<file path="src/rtl/prn_pkg.sv">
// Shared definitions for the PRN code correlator: FSM state type, default code
// length (common with the generator) and a counter-width helper.
package prn_pkg;

  localparam int PRN_CODE_LEN = 10230;

  typedef enum logic [2:0] {
    ST_IDLE,
    ST_DWELL,
    ST_EVAL,
    ST_SLIP,
    ST_TRACK
  } state_t;

  // Bits needed to count 0..n-1, never less than one.
  function automatic int cnt_width(input int n);
    return (n <= 2) ? 1 : $clog2(n);
  endfunction

endpackage

</file>
<file path="src/rtl/prn_code_correlator_if.sv">
// Chip-stream bundle between the front-end slicer / replica generator and the
// correlator: received chips plus the replica handshake.
interface prn_code_correlator_if;
  logic rx_chip;
  logic rx_valid;
  logic rep_chip;
  logic rep_valid;
  logic rep_ready;

  modport master (
    output rx_chip, rx_valid, rep_chip, rep_valid,
    input  rep_ready
  );

  modport slave (
    input  rx_chip, rx_valid, rep_chip, rep_valid,
    output rep_ready
  );
endinterface

</file>
<file path="src/rtl/prn_corr_acc.sv">
// Per-dwell correlation accumulator: signed +/-1 sum of chip agreements, chip
// counter, and a flag marking the final chip position of the dwell.
module prn_corr_acc #(
  parameter int CODE_LEN = 10230,
  parameter int ACC_W    = 15,
  parameter int PH_W     = 14
) (
  input  logic                    clk,
  input  logic                    rst_n,
  input  logic                    clr,
  input  logic                    en,
  input  logic                    match,
  output logic signed [ACC_W-1:0] acc,
  output logic                    last
);

  localparam logic signed [ACC_W-1:0] ONE = 1;

  logic [PH_W-1:0] chip_cnt;

  assign last = (chip_cnt == PH_W'(CODE_LEN - 1));

  always_ff @(posedge clk or negedge rst_n) begin
    if (!rst_n) begin
      acc      <= '0;
      chip_cnt <= '0;
    end else if (clr) begin
      acc      <= '0;
      chip_cnt <= '0;
    end else if (en) begin
      acc      <= match ? acc + ONE : acc - ONE;
      chip_cnt <= chip_cnt + PH_W'(1);
    end
  end

endmodule

</file>
<file path="src/rtl/prn_code_correlator.sv">
// Serial-search PRN code correlator: dwells one code period per replica phase,
// slips the replica one chip on a miss, and tracks once |corr| crosses THRESH.
module prn_code_correlator
  import prn_pkg::*;
#(
  parameter int CODE_LEN = PRN_CODE_LEN,
  parameter int ACC_W    = 15,
  parameter int PH_W     = 14,
  parameter int THRESH   = 7000,
  parameter int MAX_MISS = 2
) (
  input  logic                    clk,
  input  logic                    rst_n,
  input  logic                    start,
  prn_code_correlator_if.slave    chip_if,
  output logic signed [ACC_W-1:0] corr_val,
  output logic                    corr_strobe,
  output logic                    locked,
  output logic                    polarity,
  output logic [PH_W-1:0]         code_phase,
  output logic                    busy,
  output logic                    acq_fail,
  output logic                    overrun
);

  localparam int TRY_W  = cnt_width(CODE_LEN + 1);
  localparam int MISS_W = cnt_width(MAX_MISS + 1);
  localparam logic signed [ACC_W-1:0] ONE = 1;

  state_t                    state;
  logic [TRY_W-1:0]          tried_cnt;
  logic [MISS_W-1:0]         miss_cnt;
  logic [TRY_W-1:0]          tried_inc;
  logic [MISS_W-1:0]         miss_inc;
  logic                      in_corr;
  logic                      accept;
  logic                      match;
  logic                      acc_clr;
  logic                      last;
  logic signed [ACC_W-1:0]   acc;
  logic signed [ACC_W-1:0]   acc_final;
  logic [ACC_W-1:0]          mag;

  assign in_corr = (state == ST_DWELL) || (state == ST_TRACK);
  assign chip_if.rep_ready = (state == ST_SLIP) || (in_corr && chip_if.rx_valid);
  assign accept  = in_corr && chip_if.rx_valid && chip_if.rep_valid && !start;
  assign match   = (chip_if.rx_chip == chip_if.rep_chip);
  assign acc_clr = start || (state == ST_EVAL);

  // corr_val must be ready the cycle after the last accept, so it captures the
  // accumulator value including that final chip.
  assign acc_final = match ? acc + ONE : acc - ONE;
  assign mag       = corr_val[ACC_W-1] ? ACC_W'(-corr_val) : ACC_W'(corr_val);
  assign tried_inc = tried_cnt + TRY_W'(1);
  assign miss_inc  = miss_cnt + MISS_W'(1);

  prn_corr_acc #(
    .CODE_LEN (CODE_LEN),
    .ACC_W    (ACC_W),
    .PH_W     (PH_W)
  ) u_acc (
    .clk   (clk),
    .rst_n (rst_n),
    .clr   (acc_clr),
    .en    (accept),
    .match (match),
    .acc   (acc),
    .last  (last)
  );

  always_ff @(posedge clk or negedge rst_n) begin
    if (!rst_n) begin
      state       <= ST_IDLE;
      corr_val    <= '0;
      corr_strobe <= 1'b0;
      locked      <= 1'b0;
      polarity    <= 1'b0;
      code_phase  <= '0;
      busy        <= 1'b0;
      acq_fail    <= 1'b0;
      overrun     <= 1'b0;
      tried_cnt   <= '0;
      miss_cnt    <= '0;
    end else if (start) begin
      state       <= ST_DWELL;
      busy        <= 1'b1;
      corr_strobe <= 1'b0;
      locked      <= 1'b0;
      code_phase  <= '0;
      acq_fail    <= 1'b0;
      overrun     <= 1'b0;
      tried_cnt   <= '0;
      miss_cnt    <= '0;
    end else begin
      corr_strobe <= 1'b0;
      case (state)
        ST_DWELL, ST_TRACK: begin
          if (chip_if.rx_valid && !chip_if.rep_valid)
            overrun <= 1'b1;
          if (accept && last) begin
            corr_val    <= acc_final;
            corr_strobe <= 1'b1;
            state       <= ST_EVAL;
          end
        end
        ST_EVAL: begin
          if (mag >= ACC_W'(THRESH)) begin
            state    <= ST_TRACK;
            locked   <= 1'b1;
            miss_cnt <= '0;
            polarity <= corr_val[ACC_W-1];
          end else if (!locked) begin
            tried_cnt <= tried_inc;
            if (tried_inc == TRY_W'(CODE_LEN)) begin
              acq_fail <= 1'b1;
              busy     <= 1'b0;
              state    <= ST_IDLE;
            end else begin
              state <= ST_SLIP;
            end
          end else if (miss_inc == MISS_W'(MAX_MISS)) begin
            // Lock lost: fall back to a fresh serial search from the next phase.
            locked    <= 1'b0;
            miss_cnt  <= '0;
            tried_cnt <= '0;
            state     <= ST_SLIP;
          end else begin
            miss_cnt <= miss_inc;
            state    <= ST_TRACK;
          end
        end
        ST_SLIP: begin
          if (chip_if.rep_valid) begin
            code_phase <= (code_phase == PH_W'(CODE_LEN - 1)) ? '0 : code_phase + PH_W'(1);
            state      <= ST_DWELL;
          end
        end
        default: ;
      endcase
    end
  end

endmodule

</file>
<file path="src/flat_wrapper.sv">
// flat-port wrapper written by rule: the top's interface ports become plain ports
module prn_code_correlator_flat import prn_pkg::*;
#(
  parameter int CODE_LEN = PRN_CODE_LEN,
  parameter int ACC_W    = 15,
  parameter int PH_W     = 14,
  parameter int THRESH   = 7000,
  parameter int MAX_MISS = 2
)
  (clk, rst_n, start, corr_val, corr_strobe, locked, polarity, code_phase, busy, acq_fail, overrun, chip_if_rx_chip, chip_if_rx_valid, chip_if_rep_chip, chip_if_rep_valid, chip_if_rep_ready);
  prn_code_correlator_if chip_if_i ();
  input  logic clk;
  input  logic rst_n;
  input  logic start;
  output logic signed [ACC_W-1:0] corr_val;
  output logic corr_strobe;
  output logic locked;
  output logic polarity;
  output logic [PH_W-1:0] code_phase;
  output logic busy;
  output logic acq_fail;
  output logic overrun;
  input wire logic [$bits(chip_if_i.rx_chip)-1:0] chip_if_rx_chip;
  input wire logic [$bits(chip_if_i.rx_valid)-1:0] chip_if_rx_valid;
  input wire logic [$bits(chip_if_i.rep_chip)-1:0] chip_if_rep_chip;
  input wire logic [$bits(chip_if_i.rep_valid)-1:0] chip_if_rep_valid;
  output wire logic [$bits(chip_if_i.rep_ready)-1:0] chip_if_rep_ready;
  assign chip_if_i.rx_chip = chip_if_rx_chip;
  assign chip_if_i.rx_valid = chip_if_rx_valid;
  assign chip_if_i.rep_chip = chip_if_rep_chip;
  assign chip_if_i.rep_valid = chip_if_rep_valid;
  assign chip_if_rep_ready = chip_if_i.rep_ready;
  prn_code_correlator #(.CODE_LEN(CODE_LEN), .ACC_W(ACC_W), .PH_W(PH_W), .THRESH(THRESH), .MAX_MISS(MAX_MISS)) u_core (.clk(clk), .rst_n(rst_n), .start(start), .chip_if(chip_if_i), .corr_val(corr_val), .corr_strobe(corr_strobe), .locked(locked), .polarity(polarity), .code_phase(code_phase), .busy(busy), .acq_fail(acq_fail), .overrun(overrun));
endmodule
</file>
<file path="config.mk">
export PLATFORM = sky130hd
export DESIGN_NAME = prn_code_correlator_flat
export DESIGN_NICKNAME = d
export VERILOG_FILES = /design/src/rtl/prn_pkg.sv /design/src/rtl/prn_code_correlator_if.sv /design/src/rtl/prn_corr_acc.sv /design/src/rtl/prn_code_correlator.sv /design/src/flat_wrapper.sv
export SDC_FILE = /design/constraint.sdc
export NUM_CORES = 1
export LEC_CHECK = 0
export CAP_MARGIN = 20
export CORE_MARGIN = 2
export CORE_UTILIZATION = 58
export DETAILED_ROUTE_END_ITERATION = 7
export PLACE_DENSITY = 0.8
export SYNTH_ARGS = -nofsm -noshare
export SYNTH_HDL_FRONTEND = slang
export SYNTH_SLANG_ARGS = --single-unit
</file>
<file path="constraint.sdc">
create_clock -name clk -period 3.27 [get_ports clk]
set_input_delay 0.654 -clock clk [delete_from_list [all_inputs] [get_ports clk]]
set_output_delay 0.654 -clock clk [all_outputs]
set_load 0.01 [all_outputs]
</file>
# Word-level counts from Yosys, hierarchy flattened
# Cells that the tools add are included.
[totals]
reg_bits = 83
word_cells = 113
out_inout_bits = 36
[op_classes]
bitwise = 1
muxes = 49
n_lt_le_gt_ge = 1
add_sub_neg = 7
n_eq_ne = 14
n_reduce_logical = 28
[op_table]
columns = ["op", "n"]
rows = [
  ["$mux 14", 11],
  ["$mux 15", 4],
  ["$add 14x1->14 const B", 3],
  ["$eq 14x14->1 const B", 3],
  ["$mux 1", 21],
  ["$mux 3", 6],
  ["$add 15x2->15 const B", 1],
  ["$ge 15x13->1 const B", 1],
  ["$neg 15->15", 1],
  ["$sub 15x2->15 const B", 1],
  ["$reduce_bool 2->1", 7],
  ["$mux 2", 6],
  ["$reduce_and 3->1", 4],
  ["$pmux 3 s3", 1],
  ["$eq 3x2->1 const B", 2],
  ["$ne 3x3->1 const B", 2],
  ["$reduce_and 2->1", 3],
  ["$logic_and 1x1->1", 5],
  ["$ne 2x2->1 const B", 2],
  ["$reduce_and 4->1", 1],
  ["$reduce_bool 4->1", 1],
  ["$eq 3x1->1 const B", 1],
  ["$eq 3x3->1 const B", 1],
  ["$logic_or 1x1->1", 3],
  ["other kinds (8)", 9],
]

# Longest topological paths before layout
# Gate-level depths: netlist (run 1).
[depth]
depth_word = 9
ltp_mapped = 12
mapped_depth_nobuf = 9

# Modules after synthesis
# Synthesis (run 1) repeated with hierarchy kept, for this count alone.
[hier_totals]
hier_cells = 650
area_unflattened_um2 = 5791.8
[modules_own_cells]
columns = ["mod", "cells_each", "area_per_inst_um2", "instances"]
rows = [
  ["prn_code_correlator", 433, 3727.3, 1],
  ["prn_corr_acc", 217, 2064.5, 1],
]

# Worst setup path before layout (run 1)
# OpenSTA, ideal clock, no wires.
[synth_path]
path_type = "input port to flip-flop"
startpoint = "input port chip_if_rep_chip"
endpoint = "register u_core.corr_val[14]"
arrival_ns = 3.054
slack_ns = 0.081
cell_stages = 9
required_ns = 3.135
setup_time_ns = 0.135
path_cell_list = "xor2_1 -> ha_1 -> a211oi_1 -> o211ai_1 -> a41oi_1 -> o21ai_0 -> a31oi_1 -> xnor2_1 -> o21ai_0"
[synth_between]
elab_chain_len = 2
[synth_lines]
columns = ["item", "line_no", "text"]
rows = [
  ["start: declaration", "flat_wrapper.sv:25", "input wire logic [$bits(chip_if_i.rep_chip)-1:0] chip_if_rep_chip;"],
  ["$eq 1x1->1", "prn_code_correlator.sv:47", "assign match = (chip_if.rx_chip == chip_if.rep_chip);"],
  ["$mux 15", "prn_code_correlator.sv:52", "assign acc_final = match ? acc + ONE : acc - ONE;"],
  ["end signal: assignment", "prn_code_correlator.sv:101", "corr_val <= acc_final;"],
  ["end: declaration", "prn_code_correlator.sv:16", "output logic signed [ACC_W-1:0] corr_val,"],
]
# No other way between the ends.
# A chain may end at the register's enable or synchronous reset.

# Final worst setup path (run 1)
[layout_path]
startpoint = "register u_core.corr_val[1]"
endpoint = "register u_core.tried_cnt[1]"
[layout_between]
elab_chain_len = 5
[layout_lines]
columns = ["item", "line_no", "text"]
rows = [
  ["$neg 15->15", "prn_code_correlator.sv:53", "assign mag = corr_val[ACC_W-1] ? ACC_W'(-corr_val) : ACC_W'(corr_val);"],
  ["$mux 15 (*)", "prn_code_correlator.sv:53", ""],
  ["$ge 15x13->1 (*)", "prn_code_correlator.sv:107", "if (mag >= ACC_W'(THRESH)) begin"],
  ["$ne 2x2->1 (no line) (*)", "-", ""],
  ["$reduce_and 3->1 (no line) (*)", "-", ""],
  ["end signal: assignment", "prn_code_correlator.sv:113", "tried_cnt <= tried_inc;"],
  ["end: declaration", "prn_code_correlator.sv:31", "logic [TRY_W-1:0] tried_cnt;"],
]
# Mark *: on every way between the ends. The rest lies on a longest branch, timed or not.

==> summary.txt, run 1 <==
Final layout
  • Area delta synth->final: 17.9%
  • Most frequent cells in the layout: dfrtp_1 (83), o21ai_0 (52), nand2_1 (43)
  • Ant diodes: 0
  • Most common cell after layout, fill and taps aside: dfrtp_1
  • Layout cells sized above 1: 0.0804
  • Nets: 620
  • # fillers: 615

Detailed routing
  • Detailed router's first-iteration violation count: 310
  • Drt total wl: 11600 µm
  • Met3 WL: 478 µm
  • Wl on met1: ~5300 µm
  • Via density: just over 6
  • DR pass1 iterations: 7
  • Top sig layer: met4
  • DRC Markers: 0
  • ANT nets after route: 0
  • Wire per inst: 16.6 µm
  • Vias: between 4000 and 5000
  • WL met2: 5660 µm

STA
  • Setup WS post-layout: 145 ps
  • Min cycle time layout: 3130 ps
  • Finish-stage setup viols: 0
  • Clk_skew: roughly 9.6 ps
  • Max-slew headroom: 0.462
  • RSZ-0062 raised after global routing: no
  • Final Cycle Share: 0.956
  • FMAX: 320 MHz
  • Setup_tns: 0 ps
  • Final Max Tran Viols: 0
  • Least-Margin Pin Slew: 800 ps
  • Final hold vios: 0

Job
  • Max cap viols: 0

Logic synthesis
  • Top-area cell type share of the netlist area: 0.421
  • Syn. warnings: 0
  • Area leader, netlist: dfrtp_1
  • #FFs+latches synth: 83
  • Top_reg_cell synth: dfrtp_1
  • FFs w/ async S/R, synth: 1.00
  • Syn Inst Count: 543
  • Synth area leaders: dfrtp_1 (42%), o21ai_0 (5.3%), ha_1 (5.1%)
  • Syn_nets: 571
  • Post-synth EDFFs: 0
  • Cell Area, Synth: 0.00494 mm²
  • Synth unique cells: 58
  • Synthesized area per cell: a little over 9 µm²
  • Register area share after synthesis: 0.421

Worst setup path
  • Startpoint Class: flop
  • Required @ worst endpoint: 3510 ps
  • WP data arrival: around 3400 ps
  • CP max FO: 10
  • Setup CP Type: reg2reg
  • CP Capture Type: flop

Floorplan
  • Rows: 33
  • Ports: 43
  • Area of the die: 0.00926 mm²
  • Initial Util: 0.601
  • Core ar.: 0.00822 mm²
  • Die width: 96.3 µm
  • Die height: 96.3 µm

Clock network
  • CTS H-tree depth: 3
  • Clk Latency, worst-skew pair: 360 ps
  • CTS sink cnt: 83
  • Post-CTS Hold Buffers: 0
  • CTS tree: yes
  • CTS Buf Count: 9
  • Clk slew on worst S/H paths: 80 ps
  • Clk root buf: clkbuf_8
  • CTS Buffer Depth: 2

Global route
  • Largest net degree at the start of global routing: 84
  • Congestion Overflow GR: 0
  • Number of global-route vias before repair: approximately 4200
  • Gr usage total: 0.270
  • Global-route wire length before repair: 19700 µm
  • Initial antenna violation count: 0

Placed design
  • Routability Congestion: 0.871
  • Post-place setup slack: -116 ps
  • I/O Buffers: 42
  • Detail Placement HPWL: 7890 µm

Power and ir drop
  • Pwr Density: 403 mW/mm²
  • LEAKAGE: 2.48 nW
  • Worst VDD drop: 0.241 mV
  • Post-route total power: between 2 and 2.5 mW

Status
  • Status: finished clean

Worst hold path
  • Worst Hold Class: in2async
## through the flow
step	cells	util	hold WS, ps	cell area, µm²
6_report	702	0.708	157	5820
5_1_grt	702	0.708	156	5820
4_1_cts	701	0.704	506	5780
3_5_place_dp	685	0.674	487	5540
3_3_place_gp	685	0.674	469	5540
2_1_floorplan	543	-	358	4940
## timing repair
| action | 4_1_cts | 5_1_grt |
|---|---|---|
| resized for setup | 0 | 1 |
| setup endpoints to repair | 0 | 1 |
| buffers inserted | 0 | 0 |
## state kept, by name, summed over array words and instances, names as in the netlist
register	cells
u_core.code_phase	14
u_core.polarity	1
u_core.tried_cnt	14
u_core.state	3
u_core.corr_val	15
u_core.overrun	1
u_core.miss_cnt	2
u_core.u_acc.acc	15
u_core.busy	1
u_core.locked	1
u_core.acq_fail	1
u_core.corr_strobe	1
u_core.u_acc.chip_cnt	14
## per-layer routing
metal  global-route usage  vias to the layer above
li1                     -                     2077
met1                0.374                     2122
met2                0.432                      114
met3               0.0399                       18
met4               0.0988                        0
met5                    0                        -
## area by class of cell
cell class	instances	area, µm²	share of cell area
flip-flops and latches	83	2080	0.357
repair buffers	65	623	0.107
clock inverters	6	111	0.0191
inverters	21	78.8	0.0135
clock buffers	10	138	0.0236
well taps	105	131	0.0226
multi-input cells	412	2660	0.457
## logic make-up (layout without fill, tap and decap cells)
kind of cell | Yosys count | after routing | synth area share
AOI/OAI and AO/OA | 140 | 140 | 0.186
buffers and inverters | 48 | 102 | 0.0418
adders and majority gates | 21 | 21 | 0.0548
xor gates and xnor gates | 41 | 41 | 0.0727
and+or+nand+nor | 205 | 205 | 0.213
muxes | 5 | 5 | 0.0109
DFF | 83 | 83 | 0.421
## where the power goes
| part | internal (mW) | leakage, nW | switching (mW) | total, mW |
|---|---|---|---|---|
| combinational | 0.142 | 1.22 | 0.208 | 0.350 |
| clock | 0.530 | 0.123 | 0.385 | 0.915 |
| sequential | 1.05 | 1.13 | 0.0265 | 1.08 |
| total | 1.72 | 2.48 | 0.619 | 2.34 |
## worst max-delay path: stages, from the launching register on
cell and delay [ps]:
dfrtp_1 380, inv_1 90, ha_1 170, or3b_2 530, or4_1 560, mux2i_1 170, a22oi_1 100, a211o_1 350
a31o_4 320, mux2_1 330
## Yosys cell counts (all sizes together), types with 2 or more instances
cell,count
and4,2
nor3b,3
or3,3
and2,3
nand4b,2
xor2,23
nand3,30
o41ai,2
a211o,2
and3,12
dfrtp,83
nand2b,12
nor4b,3
a21o,4
mux2i,2
a32oi,2
xnor2,18
a311oi,4
a31oi,17
or3b,2
or4,5
inv,21
nor2,42
o211ai,2
nand4,12
nor3,14
o21ai,52
clkbuf,21
a21oi,15
a41oi,10
buf,6
nand2,43
nor2b,9
nor4,5
o22ai,3
mux2,3
ha,20
a211oi,5
o31ai,6
nand3b,2
o21bai,5
## final timing paths
| check | startpoint | to | slack [ps] | cells after the start |
|---|---|---|---|---|
| worst min-delay path | rst_n | u_core.corr_val[0]$_DFFE_PN0P_ | 160 | 1 |
| min in group clk | u_core.polarity$_DFFE_PN0P_ | u_core.polarity$_DFFE_PN0P_ | 510 | 1 |
| worst max-delay path | u_core.corr_val[1]$_DFFE_PN0P_ | u_core.tried_cnt[1]$_DFFE_PN0P_ | 140 | 9 |
| worst max register to register | u_core.corr_val[1]$_DFFE_PN0P_ | u_core.tried_cnt[1]$_DFFE_PN0P_ | 140 | 9 |
| worst min register to register | u_core.polarity$_DFFE_PN0P_ | u_core.polarity$_DFFE_PN0P_ | 510 | 1 |
| max in group asynchronous | rst_n | u_core.u_acc.chip_cnt[5]$_DFFE_PN0P_ | 2500 | 2 |
Power figures use the tool's default switching activity.
==> run 2, diff against run 1 <==
--- a/config.mk
+++ b/config.mk
@@ -7,9 +7,10 @@
 export LEC_CHECK = 0
 export CAP_MARGIN = 20
 export CORE_MARGIN = 2
-export CORE_UTILIZATION = 58
+export CORE_UTILIZATION = 60
 export DETAILED_ROUTE_END_ITERATION = 7
-export PLACE_DENSITY = 0.8
+export PLACE_DENSITY = 0.81
 export SYNTH_ARGS = -nofsm -noshare
 export SYNTH_HDL_FRONTEND = slang
+export SYNTH_HIERARCHICAL = 1
 export SYNTH_SLANG_ARGS = --single-unit
==> summary.txt, run 2 <==
Worst setup path
  • CP max FO: 4 (was 10)
  • Required @ worst endpoint: 3500 ps (was 3510 ps)
  • CP Capture Type: flop (unchanged)
  • Setup CP Type: in2reg (was reg2reg)
  • WP data arrival: 3400 ps (was 3360 ps)
  • Startpoint Class: input port (was flop)

Floorplan
  • Rows: 35 (was 33)
  • Ports: 43 (unchanged)
  • Area of the die: 0.0105 mm² (was 0.00926 mm²)
  • Die height: 102 µm (was 96.3 µm)
  • Die width: 102 µm (was 96.3 µm)
  • Core ar.: 0.00928 mm² (was 0.00822 mm²)
  • Initial Util: 0.624 (was 0.601)

Logic synthesis
  • Syn_nets: 691 (was 571)
  • Synth unique cells: 85 (was 58)
  • Register area share after synthesis: 0.359 (was 0.421)
  • Top_reg_cell synth: dfrtp_1 (unchanged)
  • Synthesized area per cell: 8.91 µm² (was 9.09 µm²)
  • Top-count cell post-synth: dfrtp_1 (unchanged)
  • Synth area leaders: dfrtp_1 (36%), ha_1 (6.9%), nor2_1 (4.5%) (was dfrtp_1 (42%), o21ai_0 (5.3%), ha_1 (5.1%))
  • #FFs+latches synth: 83 (unchanged)
  • FFs w/ async S/R, synth: 1.00 (unchanged)
  • Commonest cells post-synth: dfrtp_1 (83), nor2_1 (70), nand2_1 (52) (was dfrtp_1 (83), o21ai_0 (52), nand2_1 (43))
  • Post-synth EDFFs: 0 (unchanged)
  • Cell Area, Synth: 0.00579 mm² (was 0.00494 mm²)
  • Top-area cell type share of the netlist area: 0.359 (was 0.421)
  • Area leader, netlist: dfrtp_1 (unchanged)
  • Syn Inst Count: 650 (was 543)
  • Syn. warnings: 6 (was 0)

Clock network
  • CTS tree: yes (unchanged)
  • CTS H-tree depth: 3 (unchanged)
  • Clk slew on worst S/H paths: 90 ps (was 80 ps)
  • Clk Latency, worst-skew pair: 350 ps (was 360 ps)
  • CTS Buffer Depth: 2 (unchanged)
  • CTS Buf Count: 9 (unchanged)
  • CTS sink cnt: 83 (unchanged)
  • Post-CTS Hold Buffers: 0 (unchanged)
  • Clk root buf: clkbuf_8 (unchanged)

STA
  • Finish-stage setup viols: 0 (unchanged)
  • Final hold vios: 0 (unchanged)
  • Hold Worst Slack: 125 ps (was 157 ps)
  • Least-Margin Pin Slew: 807 ps (was 800 ps)
  • Min cycle time layout: 3170 ps (was 3130 ps)
  • FMAX: 315 MHz (was 320 MHz)
  • Final Max Tran Viols: 0 (unchanged)
  • Max-slew headroom: 0.457 (was 0.462)
  • Final Cycle Share: 0.970 (was 0.956)
  • Setup_tns: 0 ps (unchanged)
  • Clk_skew: 9.22 ps (was 9.57 ps)

Detailed routing
  • DR pass1 iterations: 5 (was 7)
  • Drt total wl: 14100 µm (was 11600 µm)
  • Vias: 5274 (was 4331)
  • Via density: 6.09 (was 6.17)
  • Detailed router's first-iteration violation count: 250 (was 310)
  • ANT nets after route: 0 (unchanged)
  • Wire per inst: 16.3 µm (was 16.6 µm)
  • DRC Markers: 0 (unchanged)

Power and ir drop
  • LEAKAGE: 2.96 nW (was 2.48 nW)
  • Pwr Density: 338 mW/mm² (was 403 mW/mm²)
  • Post-route total power: 2.33 mW (was 2.34 mW)
  • Worst VDD drop: 0.271 mV (was 0.241 mV)

Placed design
  • Routability Congestion: 0.893 (was 0.871)
  • I/O Buffers: 42 (unchanged)
  • Detail Placement HPWL: 10300 µm (was 7890 µm)
  • Placement-stage cell area: 0.00663 mm² (was 0.00554 mm²)

Global route
  • Number of global-route vias before repair: 5164 (was 4218)
  • Congestion Overflow GR: 0 (unchanged)
  • Initial antenna violation count: 0 (unchanged)
  • Global-route wire length before repair: 23800 µm (was 19700 µm)
  • Gr usage total: 0.282 (was 0.270)
  • Largest net degree at the start of global routing: 84 (unchanged)

Final layout
  • Layout Cell Area excl Fill: 0.00688 mm² (was 0.00582 mm²)
  • Nets: 773 (was 620)
  • Post-layout util: 0.741 (was 0.708)
  • Most frequent cells in the layout: dfrtp_1 (83), nor2_1 (70), buf_4 (54) (was dfrtp_1 (83), o21ai_0 (52), nand2_1 (43))
  • Layout cells sized above 1: 0.151 (was 0.0804)
  • Most common cell after layout, fill and taps aside: dfrtp_1 (unchanged)
  • Area delta synth->final: 18.8% (was 17.9%)
  • Leading registers by flop count: u_core/corr_val: 15 flops, u_core/u_acc/acc: 15 flops (was u_core.corr_val: 15 flops, u_core.u_acc.acc: 15 flops)
  • Ant diodes: 0 (unchanged)

Status
  • Status: finished clean (unchanged)

Worst hold path
  • Worst Hold Class: in2async (unchanged)

Job
  • Max cap viols: 0 (unchanged)
-- run 2: cell families after synthesis --
group                    after synthesis  share of synthesized area
flip-flops                            83                      0.359
multiplexers                          12                     0.0223
adder cells (fa/ha/maj)               34                     0.0760
AO/OA/AOI/OAI                        171                      0.213
buffers and inverters                 57                     0.0471
AND/OR/NAND/NOR                      256                      0.227
XOR/XNOR                              37                     0.0560
-- run 2: final cells by class --
class / instances / area, µm²
clock buffers: 9 / 124
clock inverters: 7 / 77.6
fillers: 690 / 2400
inverters: 32 / 120
multi-input cells: 510 / 3480
flip-flops and latches: 83 / 2080
well taps: 129 / 161
repair buffers: 96 / 843
-- run 2: final timing paths --
path,startpoint,to,slack [ps],depth (start not counted)
hold / removal,rst_n,u_core/tried_cnt[8]$_DFFE_PN0P_,130,1
min in group clk,u_core/acq_fail$_DFFE_PN0P_,u_core/acq_fail$_DFFE_PN0P_,520,1
max in group asynchronous,rst_n,u_core/corr_val[1]$_DFFE_PN0P_,2550,2
setup reg to reg,u_core/corr_val[0]$_DFFE_PN0P_,u_core/tried_cnt[1]$_DFFE_PN0P_,190,7
setup / recovery,chip_if_rep_chip,u_core/corr_val[10]$_DFFE_PN0P_,100,11
hold reg to reg,u_core/acq_fail$_DFFE_PN0P_,u_core/acq_fail$_DFFE_PN0P_,520,1
-- run 2: stage by stage --
step                worst slack, ps  std cells
floorplan                       148        650
global placement               -143        848
detailed placement             -255        848
CTS                             116        864
global route                  -8.57        866
finish                         97.4        866
-- run 2: worst max-delay path, cell delays in order --
cell and delay, ps:
clkdlybuf4s50_1 490, xor2_4 210, buf_4 160, fa_1 450, a21o_1 190, a211oi_1 360
o21a_1 250, nor2_1 90, a21o_1 190, a211oi_1 250, o31ai_1 110
-- run 2: repair_timing --
action,4_1_cts,5_1_grt
setup buffers,0,1
setup endpoints to repair,0,3
gates resized for setup,0,3
-- run 2: report_power, final --
part           internal [mW]  switching, mW
Combinational          0.230          0.275
Clock                  0.358          0.398
Sequential              1.04         0.0241
-- run 2: per-layer routing --
metal | GRT usage | part of all wire | vias to the layer above
li1 | - | - | 2538
met1 | 0.356 | 0.43 | 2575
met2 | 0.500 | 0.51 | 134
met3 | 0.0321 | 0.035 | 27
met4 | 0.105 | 0.022 | 0
met5 | 0 | 0 | -
==> run 3, diff against run 2 <==
--- a/config.mk
+++ b/config.mk
@@ -9,6 +9,7 @@
 export CORE_MARGIN = 2
 export CORE_UTILIZATION = 60
 export DETAILED_ROUTE_END_ITERATION = 7
+export HOLD_SLACK_MARGIN = 0.02
 export PLACE_DENSITY = 0.81
 export SYNTH_ARGS = -nofsm -noshare
 export SYNTH_HDL_FRONTEND = slang
==> results of run 3 <==
Final layout, timing and power as in run 2 (identical DEF).
